===== config.mk =====
export PLATFORM = sky130hd
export DESIGN_NAME = rf_write_scheduler_flat
export DESIGN_NICKNAME = d
export VERILOG_FILES = /design/src/rtl/rf_write_scheduler_pkg.sv /design/src/rtl/rf_write_scheduler_if.sv /design/src/rtl/rf_pending_counter.sv /design/src/rtl/rf_write_scheduler.sv /design/src/flat_wrapper.sv
export SDC_FILE = /design/constraint.sdc
export NUM_CORES = 1
export LEC_CHECK = 0
export ABC_AREA = 1
export BUFFER_PORTS_ARGS = -buffer_cell sky130_fd_sc_hd__buf_4
export CORE_AREA = 2 2 89 91
export DETAILED_ROUTE_END_ITERATION = 7
export DIE_AREA = 0 0 91 93
export MAX_ROUTING_LAYER = met4
export PLACE_DENSITY = 0.76
export SLEW_MARGIN = 30
export SYNTH_ARGS = -nofsm -noshare
export SYNTH_HDL_FRONTEND = slang
export SYNTH_SLANG_ARGS = --single-unit

===== constraint.sdc =====
create_clock -name clk -period 2.1 [get_ports clk]
set_input_delay 0.105 -clock clk [delete_from_list [all_inputs] [get_ports clk]]
set_output_delay 0.105 -clock clk [all_outputs]
set_load 0.01 [all_outputs]

===== src/rtl/rf_write_scheduler_pkg.sv =====
// ---------------------------------------------------------------------------
// rf_write_scheduler_pkg
//
// Shared definitions for the register-file write scheduler.
//   REG_ADDR_W / DATA_W / NUM_REGS : geometry of the 16x16 register file
//   req_id_e                       : writeback requester identity
//   rf_wr_t                        : one register-file write (WriteReg/DstReg/DstData)
//   reg_onehot()                   : register address to one-hot select vector
// ---------------------------------------------------------------------------
package rf_write_scheduler_pkg;

  localparam int REG_ADDR_W = 4;
  localparam int DATA_W     = 16;
  localparam int NUM_REGS   = 16;

  typedef logic [REG_ADDR_W-1:0] reg_addr_t;
  typedef logic [DATA_W-1:0]     data_t;

  // Requester identity; also the encoding of the round-robin last-grant pointer.
  typedef enum logic {
    REQ_ALU = 1'b0,
    REQ_MEM = 1'b1
  } req_id_e;

  // One write as presented to the register file's single write port.
  typedef struct packed {
    logic      wen;
    reg_addr_t dst;
    data_t     data;
  } rf_wr_t;

  function automatic logic [NUM_REGS-1:0] reg_onehot(input reg_addr_t r);
    logic [NUM_REGS-1:0] v;
    v    = '0;
    v[r] = 1'b1;
    return v;
  endfunction

endpackage


===== src/rtl/rf_write_scheduler_if.sv =====
// ---------------------------------------------------------------------------
// rf_write_scheduler_if
//
// Writeback request bundle for the two requesters (req0 = ALU, req1 = load).
//
// Handshake: a transfer happens in a cycle where valid && ready are both high
// at the rising edge. valid never depends on ready. Once valid is raised, the
// reg/data fields stay stable until the transfer happens. ready is a
// combinational grant driven by the scheduler.
//
// Modports:
//   master : requester side  (drives valid/reg/data, observes ready)
//   slave  : scheduler side  (observes valid/reg/data, drives ready)
// ---------------------------------------------------------------------------
interface rf_write_scheduler_if;
  import rf_write_scheduler_pkg::*;

  logic      req0_valid;
  reg_addr_t req0_reg;
  data_t     req0_data;
  logic      req0_ready;

  logic      req1_valid;
  reg_addr_t req1_reg;
  data_t     req1_data;
  logic      req1_ready;

  modport master (
    output req0_valid, req0_reg, req0_data,
    input  req0_ready,
    output req1_valid, req1_reg, req1_data,
    input  req1_ready
  );

  modport slave (
    input  req0_valid, req0_reg, req0_data,
    output req0_ready,
    input  req1_valid, req1_reg, req1_data,
    output req1_ready
  );

endinterface


===== src/rtl/rf_pending_counter.sv =====
// ---------------------------------------------------------------------------
// rf_pending_counter
//
// Pending-write counter for one register. Counts reservations not yet matched
// by an issued write.
//   clk, rst : clock, asynchronous active-high reset
//   inc_i    : reservation this cycle
//   dec_i    : a write to this register is on the write port this cycle
//   busy_o   : count is non-zero (registered)
//   ovf_o    : increment attempted at the maximum count (combinational pulse)
//
// inc and dec together cancel. Increment saturates at all-ones; decrement
// floors at zero so a write that was never reserved is harmless.
// ---------------------------------------------------------------------------
module rf_pending_counter #(
  parameter int CNT_W = 2
) (
  input  logic clk,
  input  logic rst,
  input  logic inc_i,
  input  logic dec_i,
  output logic busy_o,
  output logic ovf_o
);

  localparam logic [CNT_W-1:0] CNT_MAX = '1;

  logic [CNT_W-1:0] count_q;
  logic [CNT_W-1:0] count_d;

  always_comb begin
    count_d = count_q;
    ovf_o   = 1'b0;
    unique case ({inc_i, dec_i})
      2'b10: begin
        if (count_q == CNT_MAX) begin
          ovf_o = 1'b1;
        end else begin
          count_d = count_q + 1'b1;
        end
      end
      2'b01: begin
        if (count_q != '0) begin
          count_d = count_q - 1'b1;
        end
      end
      default: begin
        count_d = count_q;
      end
    endcase
  end

  always_ff @(posedge clk or posedge rst) begin
    if (rst) begin
      count_q <= '0;
    end else begin
      count_q <= count_d;
    end
  end

  assign busy_o = (count_q != '0);

endmodule


===== src/rtl/rf_write_scheduler.sv =====
// ---------------------------------------------------------------------------
// rf_write_scheduler
//
// Front-end for the register file's single write port. Arbitrates
// round-robin between the ALU (req0) and load (req1) writeback requesters,
// registers the winner onto WriteReg/DstReg/DstData, and keeps a per-register
// pending-write scoreboard that decode uses to stall on source registers.
// The register file does not forward, so the scoreboard is the only hazard
// protection.
//
// Parameters:
//   ZERO_REG : 1 = register 0 is read-only (writes accepted then dropped,
//              reservations ignored)
//   CNT_W    : width of each pending-write counter
//
// Ports:
//   clk, rst             : clock, asynchronous active-high reset
//   req                  : writeback request bundle (slave side)
//   rsv_valid, rsv_reg   : reserve a pending write on rsv_reg
//   chk_reg1/2           : decode source registers
//   chk_busy1/2          : source register has a pending write (comb.)
//   busy_vec             : per-register pending flag
//   rf_wen/rf_dst/rf_data: registered register-file write port
//   err                  : sticky pending-counter overflow
// ---------------------------------------------------------------------------
module rf_write_scheduler
  import rf_write_scheduler_pkg::*;
#(
  parameter bit ZERO_REG = 1'b1,
  parameter int CNT_W    = 2
) (
  input  logic                  clk,
  input  logic                  rst,
  rf_write_scheduler_if.slave   req,
  input  logic                  rsv_valid,
  input  reg_addr_t             rsv_reg,
  input  reg_addr_t             chk_reg1,
  input  reg_addr_t             chk_reg2,
  output logic                  chk_busy1,
  output logic                  chk_busy2,
  output logic [NUM_REGS-1:0]   busy_vec,
  output logic                  rf_wen,
  output reg_addr_t             rf_dst,
  output data_t                 rf_data,
  output logic                  err
);

  // Registers excluded from the scoreboard.
  localparam logic [NUM_REGS-1:0] ZERO_MASK = {{(NUM_REGS-1){1'b0}}, ZERO_REG};

  // -------------------------------------------------------------------------
  // Round-robin arbiter
  // -------------------------------------------------------------------------
  // last_q names the requester granted most recently. It resets to REQ_MEM so
  // the first conflict after reset goes to the ALU.
  req_id_e last_q;
  req_id_e last_d;
  logic    grant0;
  logic    grant1;

  // The output stage drains every cycle, so a lone valid is always granted.
  // Grants are held off while rst is high since nothing can be captured then.
  always_comb begin
    grant0 = 1'b0;
    grant1 = 1'b0;
    if (!rst) begin
      if (req.req0_valid && req.req1_valid) begin
        if (last_q == REQ_MEM) begin
          grant0 = 1'b1;
        end else begin
          grant1 = 1'b1;
        end
      end else begin
        grant0 = req.req0_valid;
        grant1 = req.req1_valid;
      end
    end
  end

  assign req.req0_ready = grant0;
  assign req.req1_ready = grant1;

  // -------------------------------------------------------------------------
  // Output stage
  // -------------------------------------------------------------------------
  rf_wr_t wr_q;
  rf_wr_t wr_d;

  always_comb begin
    last_d      = last_q;
    wr_d.wen    = 1'b0;
    wr_d.dst    = wr_q.dst;
    wr_d.data   = wr_q.data;
    if (grant0) begin
      last_d    = REQ_ALU;
      wr_d.dst  = req.req0_reg;
      wr_d.data = req.req0_data;
    end else if (grant1) begin
      last_d    = REQ_MEM;
      wr_d.dst  = req.req1_reg;
      wr_d.data = req.req1_data;
    end
    // A write to a read-only register 0 is accepted but never reaches WriteReg.
    if (grant0 || grant1) begin
      wr_d.wen = !(ZERO_REG && (wr_d.dst == '0));
    end
  end

  always_ff @(posedge clk or posedge rst) begin
    if (rst) begin
      last_q <= REQ_MEM;
      wr_q   <= '0;
    end else begin
      last_q <= last_d;
      wr_q   <= wr_d;
    end
  end

  assign rf_wen  = wr_q.wen;
  assign rf_dst  = wr_q.dst;
  assign rf_data = wr_q.data;

  // -------------------------------------------------------------------------
  // Pending-write scoreboard
  // -------------------------------------------------------------------------
  // The write leaving on rf_wen this cycle retires one pending count at the
  // edge where the register file captures it, so busy drops exactly when
  // the new value becomes readable.
  logic [NUM_REGS-1:0] inc_vec;
  logic [NUM_REGS-1:0] dec_vec;
  logic [NUM_REGS-1:0] ovf_vec;

  always_comb begin
    inc_vec = '0;
    dec_vec = '0;
    if (rsv_valid) begin
      inc_vec = reg_onehot(rsv_reg) & ~ZERO_MASK;
    end
    if (wr_q.wen) begin
      dec_vec = reg_onehot(wr_q.dst) & ~ZERO_MASK;
    end
  end

  for (genvar r = 0; r < NUM_REGS; r++) begin : g_cnt
    rf_pending_counter #(
      .CNT_W (CNT_W)
    ) u_cnt (
      .clk    (clk),
      .rst    (rst),
      .inc_i  (inc_vec[r]),
      .dec_i  (dec_vec[r]),
      .busy_o (busy_vec[r]),
      .ovf_o  (ovf_vec[r])
    );
  end

  // Sticky overflow: once any counter saturates, the scoreboard can no
  // longer be trusted until reset.
  logic err_q;
  logic err_d;

  always_comb begin
    err_d = err_q | (|ovf_vec);
  end

  always_ff @(posedge clk or posedge rst) begin
    if (rst) begin
      err_q <= 1'b0;
    end else begin
      err_q <= err_d;
    end
  end

  assign err = err_q;

  // Source-register hazard lookup from registered counts.
  assign chk_busy1 = busy_vec[chk_reg1];
  assign chk_busy2 = busy_vec[chk_reg2];

  // -------------------------------------------------------------------------
  // Embedded properties
  // -------------------------------------------------------------------------
  a_one_grant : assert property (@(posedge clk) disable iff (rst)
    !(grant0 && grant1));

  a_lone_valid_granted : assert property (@(posedge clk) disable iff (rst)
    (req.req0_valid || req.req1_valid) |-> (grant0 || grant1));

endmodule

===== src/flat_wrapper.sv =====
// flat-port wrapper written by rule: the top's interface ports become plain ports
module rf_write_scheduler_flat import rf_write_scheduler_pkg::*;
#(
  parameter bit ZERO_REG = 1'b1,
  parameter int CNT_W    = 2
)
  (clk, rst, rsv_valid, rsv_reg, chk_reg1, chk_reg2, chk_busy1, chk_busy2, busy_vec, rf_wen, rf_dst, rf_data, err, req_req0_valid, req_req0_reg, req_req0_data, req_req0_ready, req_req1_valid, req_req1_reg, req_req1_data, req_req1_ready);
  rf_write_scheduler_if req_i ();
  input  logic clk;
  input  logic rst;
  input  logic rsv_valid;
  input  reg_addr_t rsv_reg;
  input  reg_addr_t chk_reg1;
  input  reg_addr_t chk_reg2;
  output logic chk_busy1;
  output logic chk_busy2;
  output logic [NUM_REGS-1:0] busy_vec;
  output logic rf_wen;
  output reg_addr_t rf_dst;
  output data_t rf_data;
  output logic err;
  input wire logic [$bits(req_i.req0_valid)-1:0] req_req0_valid;
  input wire logic [$bits(req_i.req0_reg)-1:0] req_req0_reg;
  input wire logic [$bits(req_i.req0_data)-1:0] req_req0_data;
  output wire logic [$bits(req_i.req0_ready)-1:0] req_req0_ready;
  input wire logic [$bits(req_i.req1_valid)-1:0] req_req1_valid;
  input wire logic [$bits(req_i.req1_reg)-1:0] req_req1_reg;
  input wire logic [$bits(req_i.req1_data)-1:0] req_req1_data;
  output wire logic [$bits(req_i.req1_ready)-1:0] req_req1_ready;
  assign req_i.req0_valid = req_req0_valid;
  assign req_i.req0_reg = req_req0_reg;
  assign req_i.req0_data = req_req0_data;
  assign req_req0_ready = req_i.req0_ready;
  assign req_i.req1_valid = req_req1_valid;
  assign req_i.req1_reg = req_req1_reg;
  assign req_i.req1_data = req_req1_data;
  assign req_req1_ready = req_i.req1_ready;
  rf_write_scheduler #(.ZERO_REG(ZERO_REG), .CNT_W(CNT_W)) u_core (.clk(clk), .rst(rst), .req(req_i), .rsv_valid(rsv_valid), .rsv_reg(rsv_reg), .chk_reg1(chk_reg1), .chk_reg2(chk_reg2), .chk_busy1(chk_busy1), .chk_busy2(chk_busy2), .busy_vec(busy_vec), .rf_wen(rf_wen), .rf_dst(rf_dst), .rf_data(rf_data), .err(err));
endmodule

==> impl_metrics.csv, run 1 <==
group,metric,value,unit
floorplan,io_pins,99,
detailed_routing,drt_iter0_drc,231,
clock_network,path_clk_slew,0.10,ns
synthesis,postSynthAreaPerCell,6.59,µm²
worst_setup_path,r2r_start,"u_core.last_q",
floorplan,die_y,93,µm
hold_path,hold_depth,3,
worst_setup_path,crit_type,"in2reg",
clock_network,clockBufferDepth,2,
grt,grt_max_degree,53,
finish,diodes,0,
synthesis,synth_seq_area_share,37.9,%
clock_network,cts.htree.levels,2,
synthesis,yosys_warnings,0,
timing,tightest_slew,0.680,ns
worst_setup_path,cp_max_fo,18,
grt,use_met1,29.0,%
detailed_routing,drt_wl_total,9.28,mm
grt,met2_usage,39.6,%
timing,final_max_slew_viol_count,0,
timing,period_minus_slack,1.77,ns
placement,io_buffers,97,
synthesis,ys.flop_type,"dfrtp_1",
grt,grt_pass1_wl,15.8,mm
hold_path,hp-start,"req_req0_data[5]",
grt,first_global_vias,3525,
finish,drive_above_1_share,19.9,%
synthesis,synth_commonest_cells,"nand2_1 (174), inv_1 (71), nand3_1 (65), dfrtp_1 (52), nor2_1 (52)",
timing,fin_crit_sh,84.2,%
worst_setup_path,crit_path_start_kind,"primary input",
timing,finalHoldViolCount,0,
floorplan,fp.dieW,91,µm
pwr,vdd.ir_drop.worst,0.391,mV
synthesis,synthArstFlopShare,100,%
worst_setup_path,worstSetupStartpoint,"rst",
synthesis,synth_edf_count,0,
clock_network,clockRootBuffer,"clkbuf_8",
detailed_routing,viasPerCell,5.14,
finish,regArea,1330,µm²
run,max-cap-violations,0,
clock_network,numCtsBuffers,5,
worst_setup_path,max_stage_delay,0.55,ns
floorplan,num_rows,32,
detailed_routing,dr.pass1.iters,6,
clock_network,clk_latency,0.31,ns
placement,place.gp.congestion,0.959,
pwr,power_density,1020,nW/µm²
finish,fin_cells,725,
finish,area_growth_syn_to_layout,25.7,%
detailed_routing,wl_per_cell,12.8,µm
worst_setup_path,r2r_slack,0.46,ns
clock_network,clock_sinks,53,
timing,finalSetupViolations,0,
hold_path,hold_path_class,"in2reg",
timing,clock_skew,0.0120,ns
floorplan,dieArea,8460,µm²
worst_setup_path,crit_slowest_cell,"nor2_2",
worst_setup_path,ff2ff_path_depth,7,
timing,slew-limit-headroom,54.6,%
status,outcome,"finished clean",
worst_setup_path,end_kind,"register",
timing,grt_setup_unrepaired,"no",
detailed_routing,vias,3726,
synthesis,yosys.area.top_type_share,37.2,%
finish,num-nets-final,679,
worst_setup_path,arrival,2.02,ns
pwr,finalPower,4490,µW
synthesis,synth.ff_latch_count,53,
grt,antenna_found_initial,0,
clock_network,cts_tree,"done",
synthesis,synth_cells,531,
timing,tns,0,ns
finish,multi_input_area,1760,µm²
worst_setup_path,worstPathCellList,"dlygate4sd3_1 > buf_4 > clkinvlp_4 > nand3_2 > inv_2 > nor2_2 > nand2_1 > nand3_1",
finish,final_core_util,58.5,%
grt,grt_use_total,23.5,%
synthesis,yosysTopAreaCell,"dfrtp_1",
pwr,power_leakage,0.00230,µW
synthesis,syn-num-nets,588,
synthesis,ys_top_cells_by_area,"dfrtp_1 (37%), nand2_1 (19%), nand3_1 (9.3%)",
synthesis,synth_area,3500,µm²
placement,dp_cells,712,
detailed_routing,ant_nets,0,
grt,grt-ovfl-total,0,
floorplan,start_util,46.5,%
timing,max_freq,566,MHz
synthesis,synth_cell_types,24,
grt,grt.met3_usage,4.35,%
finish,fillers,712,
worst_setup_path,cp.required,2.35,ns
floorplan,core,7530,µm²
detailed_routing,drc,0,
placement,hpwl,7.24,mm
grt,busiest_layer,"met2",
synthesis,synth.most_common_cell,"nand2_1",
layout make-up:
cell class	count	area share, %
multi-input combinational	386	39.9
clock inverter	2	0.853
inverter	72	6.23
timing repair buffer	104	18.0
clock buffer	6	1.88
tap	102	2.90
sequential	53	30.2
layout by cell type, fill, tap and decap left out:
cell           count
a21oi_1           13
buf_4             99
bufinv_16          1
clkbuf_8           6
clkinvlp_4         2
conb_1             1
dfrtp_1           52
dfstp_2            1
dlygate4sd3_1      5
inv_1             70
inv_2              1
nand2_1          174
nand3_1           65
nand3_2            1
nand3b_1           7
nand4_1            3
nor2_1            52
nor2_2             1
nor2_4             5
nor3_1             3
nor3_2             1
o211ai_1          13
o21ai_0           38
o21ai_1            1
o21bai_1           1
or2_2              6
xor2_1             1
power breakdown:
group,switching [µW],leakage [µW],internal (µW)
Combinational,1180,0.00160,842
Sequential,340,0.000639,1390
Clock,347,0.0000574,388
path summary, 6_finish.rpt:
kind                                                    endpoint
worst max-delay path                          u_core.rf_data[15]
worst min-delay path                           u_core.rf_data[5]
worst max register to register                u_core.rf_data[15]
worst min register to register                 u_core.rf_data[5]
max in group asynchronous       u_core.g_cnt[5].u_cnt.count_q[0]
min in group asynchronous                          u_core.last_q
sequential cells by signal, summed over array words and instances (netlist names):
| name | count |
|---|---|
| u_core.g_cnt.u_cnt.count_q | 30 |
| u_core.rf_dst | 4 |
| u_core.last_q | 1 |
| u_core.rf_wen | 1 |
| u_core.rf_data | 16 |
| u_core.err | 1 |
routing by layer:
layer  vias to the layer above  routed length [µm]
li1                       1853                   -
met2                       157                4390
met1                      1695                4030
met5                         -                   0
met4                         0                 244
met3                        21                 620
per-stage QoR:
step                hold slack (ns)  setup WS (ns)  instance area [µm²]
floorplan                     0.183          0.148                 3500
global placement              0.186          0.516                 4230
detailed placement            0.192          0.456                 4230
CTS                        0.000206          0.324                 4380
global route                0.00324          0.160                 4400
finish                      0.00658          0.332                 4400
cells by family after synthesis:
logic type	count (synthesis)	share of synthesized area, %
AO/OA/AOI/OAI	66	10.4
AND/OR/NAND/NOR	318	39.4
other	1	0.107
buffers and inverters	92	11.9
flip-flops	53	37.9
XOR/XNOR	1	0.250
critical path: cells and delay by family:
kind                   cells  cell delay (ns)
buffers and inverters      4             0.95
and+or+nand+nor            4             0.97
what timing repair did:
action,in CTS,in global routing
endpoints found under the hold margin,3,1
hold buffers,3,2
buffers inserted,0,0
gates resized for setup,0,0
Note: power is estimated with default switching activity, not from simulation.
==> run 2, diff against run 1 <==
==> constraint.sdc (replaced) <==
create_clock -name clk -period 1.6 [get_ports clk]
set_input_delay 0.08 -clock clk [delete_from_list [all_inputs] [get_ports clk]]
set_output_delay 0.08 -clock clk [all_outputs]
set_load 0.01 [all_outputs]
==> impl_metrics.csv, run 2 (synthesis results as in run 1) <==
group,metric,value,unit
worst_setup_path,end_kind,"output pin",
placement,place.gp.congestion,0.908,
worst_setup_path,critical_path.top_delay_family,"flip-flops",
worst_setup_path,ff2ff_path_depth,8,
pwr,p_clk_share,13.1,%
floorplan,core,7530,µm²
floorplan,dieArea,8460,µm²
timing,tightest_slew,0.670,ns
clock_network,clock_sinks,53,
pwr,power_density,1270,nW/µm²
finish,num-nets-final,720,
timing,clock_skew,0.00769,ns
hold_path,hold_path_class,"in2reg",
worst_setup_path,worstReg2RegEnd,"u_core.rf_wen",
placement,placed_area,4270,µm²
finish,drive_above_1_share,23.6,%
floorplan,io_pins,99,
timing,final_max_slew_viol_count,0,
worst_setup_path,cp.required,1.52,ns
grt,grt_use_total,27.0,%
finish,fin_cells,766,
grt,grt_pass1_wl,18.0,mm
clock_network,cts_tree,"done",
detailed_routing,dr.pass1.iters,5,
grt,grt-ovfl-total,0,
clock_network,clockRootBuffer,"clkbuf_8",
finish,largest_reg_flops,30,
finish,final_cell_mix,"nand2_1 (170), buf_4 (109), inv_1 (68)",
floorplan,start_util,46.5,%
finish,top_register,"u_core.g_cnt.u_cnt.count_q",
detailed_routing,drc,0,
timing,slew-limit-headroom,55.3,%
detailed_routing,viasPerCell,5.15,
floorplan,fp.dieW,91,µm
detailed_routing,vias,3947,
clock_network,cts.htree.levels,2,
pwr,p_int,3490,µW
worst_setup_path,cp_max_fo,4,
placement,io_buffers,97,
finish,final_area,4830,µm²
run,max-cap-violations,0,
detailed_routing,wl_per_cell,14.0,µm
timing,period_minus_slack,1.57,ns
pwr,power_switching,2650,µW
timing,grt_setup_unrepaired,"yes",
hold_path,hp-start,"req_req0_reg[2]",
finish,area_growth_syn_to_layout,38.1,%
placement,hpwl,7.45,mm
grt,grt_max_degree,53,
floorplan,die_y,93,µm
worst_setup_path,arrival,1.49,ns
clock_network,clockBufferDepth,2,
grt,antenna_found_initial,0,
status,outcome,"finished clean",
worst_setup_path,r2r_slack,0.05,ns
timing,finalSetupViolations,0,
placement,dp_cells,715,
worst_setup_path,worstPathCellList,"nor2_2 > inv_2 > o211ai_1 > nand3_1 > nand3b_1 > nand2_1 > buf_4",
grt,first_global_vias,3876,
finish,final_core_util,64.2,%
hold_path,hold_depth,3,
finish,final_common_cell,"nand2_1",
clock_network,path_clk_slew,0.10,ns
timing,finalHoldViolCount,0,
pwr,power_frac_seq,37.8,%
pwr,p_sw_share,43.1,%
worst_setup_path,critical_path_buf_inv_count,2,
detailed_routing,ant_nets,0,
pwr,vdd.ir_drop.worst,0.532,mV
clock_network,numCtsBuffers,5,
worst_setup_path,crit_slowest_cell,"dfrtp_1",
floorplan,num_rows,32,
worst_setup_path,crit_type,"reg2out",
pwr,power_leakage,0.00247,µW
pwr,combPwrFrac,49.0,%
worst_setup_path,r2r_start,"u_core.last_q",
timing,fin_crit_sh,98.3,%
worst_setup_path,crit_path_start_kind,"register",
hold_path,hold_end,"u_core.rf_dst[2]",
detailed_routing,drt_wl_total,10.8,mm
finish,diodes,0,
detailed_routing,drt_iter0_drc,208,
timing,max_freq,635,MHz
worst_setup_path,max_stage_delay,0.40,ns
clock_network,clk_latency,0.31,ns
run 2: power groups by stage:
stage          logic, µW  clock network, µW  registers (µW)
2_1_floorplan       1870                  0            2230
3_3_place_gp        2640                  0            2250
3_5_place_dp        2700                  0            2280
4_1_cts             2820                819            2280
5_1_grt             3390                877            2400
6_report            3010                807            2320
run 2: routing by layer:
| layer | wire length, µm | part of all wire (%) | GRT usage [%] |
|---|---|---|---|
| met5 | 0 | 0 | - |
| met4 | 249 | 2.3 | 8.84 |
| met3 | 804 | 7.5 | 5.24 |
| met2 | 5380 | 50 | 47.7 |
| met1 | 4310 | 40 | 31.0 |
run 2: how the worst max path moves through the flow:
stage	start	to	slack (ns)	cells after the start
CTS	u_core.g_cnt[15].u_cnt.count_q[0]	chk_busy2	0.006	7
floorplan	rst	u_core.rf_data[10]	-0.22	7
global route	u_core.g_cnt[15].u_cnt.count_q[0]	chk_busy2	-0.13	7
global placement	u_core.rf_wen	u_core.err	0.13	9
detailed placement	u_core.rf_dst[3]	u_core.err	0.08	8
finish	u_core.g_cnt[7].u_cnt.count_q[1]	chk_busy1	0.03	7
run 2: worst reg2reg max path, cell delays in order (launching register included):
cell	delay [ns]
dfstp_2	0.55
inv_1	0.04
nand2_1	0.10
nand3_4	0.13
or2_2	0.29
nand2_1	0.10
nand2_1	0.06
nor2_1	0.11
nor2_1	0.05
run 2: layout make-up:
type | count | area [µm²]
multi-input combinational | 386 | 1820
clock inverter | 2 | 13.8
inverter | 72 | 279
fill | 664 | 2690
timing repair buffer | 145 | 1180
sequential | 53 | 1340
clock buffer | 6 | 82.6
tap | 102 | 128
run 2: stage by stage:
| step | worst slack (ns) | setup TNS [ns] | power (µW) | hold slack, ns |
|---|---|---|---|---|
| finish | 0.0264 | 0 | 6140 | 0.0277 |
| global route | -0.128 | -0.225 | 6660 | 0.0341 |
| CTS | 0.00595 | 0 | 5910 | 0.0585 |
| detailed placement | 0.0828 | 0 | 4990 | 0.192 |
| global placement | 0.126 | 0 | 4890 | 0.187 |
| floorplan | -0.220 | -3.09 | 4100 | 0.170 |
run 2: what timing repair did:
item                       4_1_cts  5_1_grt
hold buffers                    33        0
buffers inserted                 1        9
pin swaps                        1       11
hold endpoints to repair        17        0
gates resized for setup          5       22
setup endpoints to repair        2       11
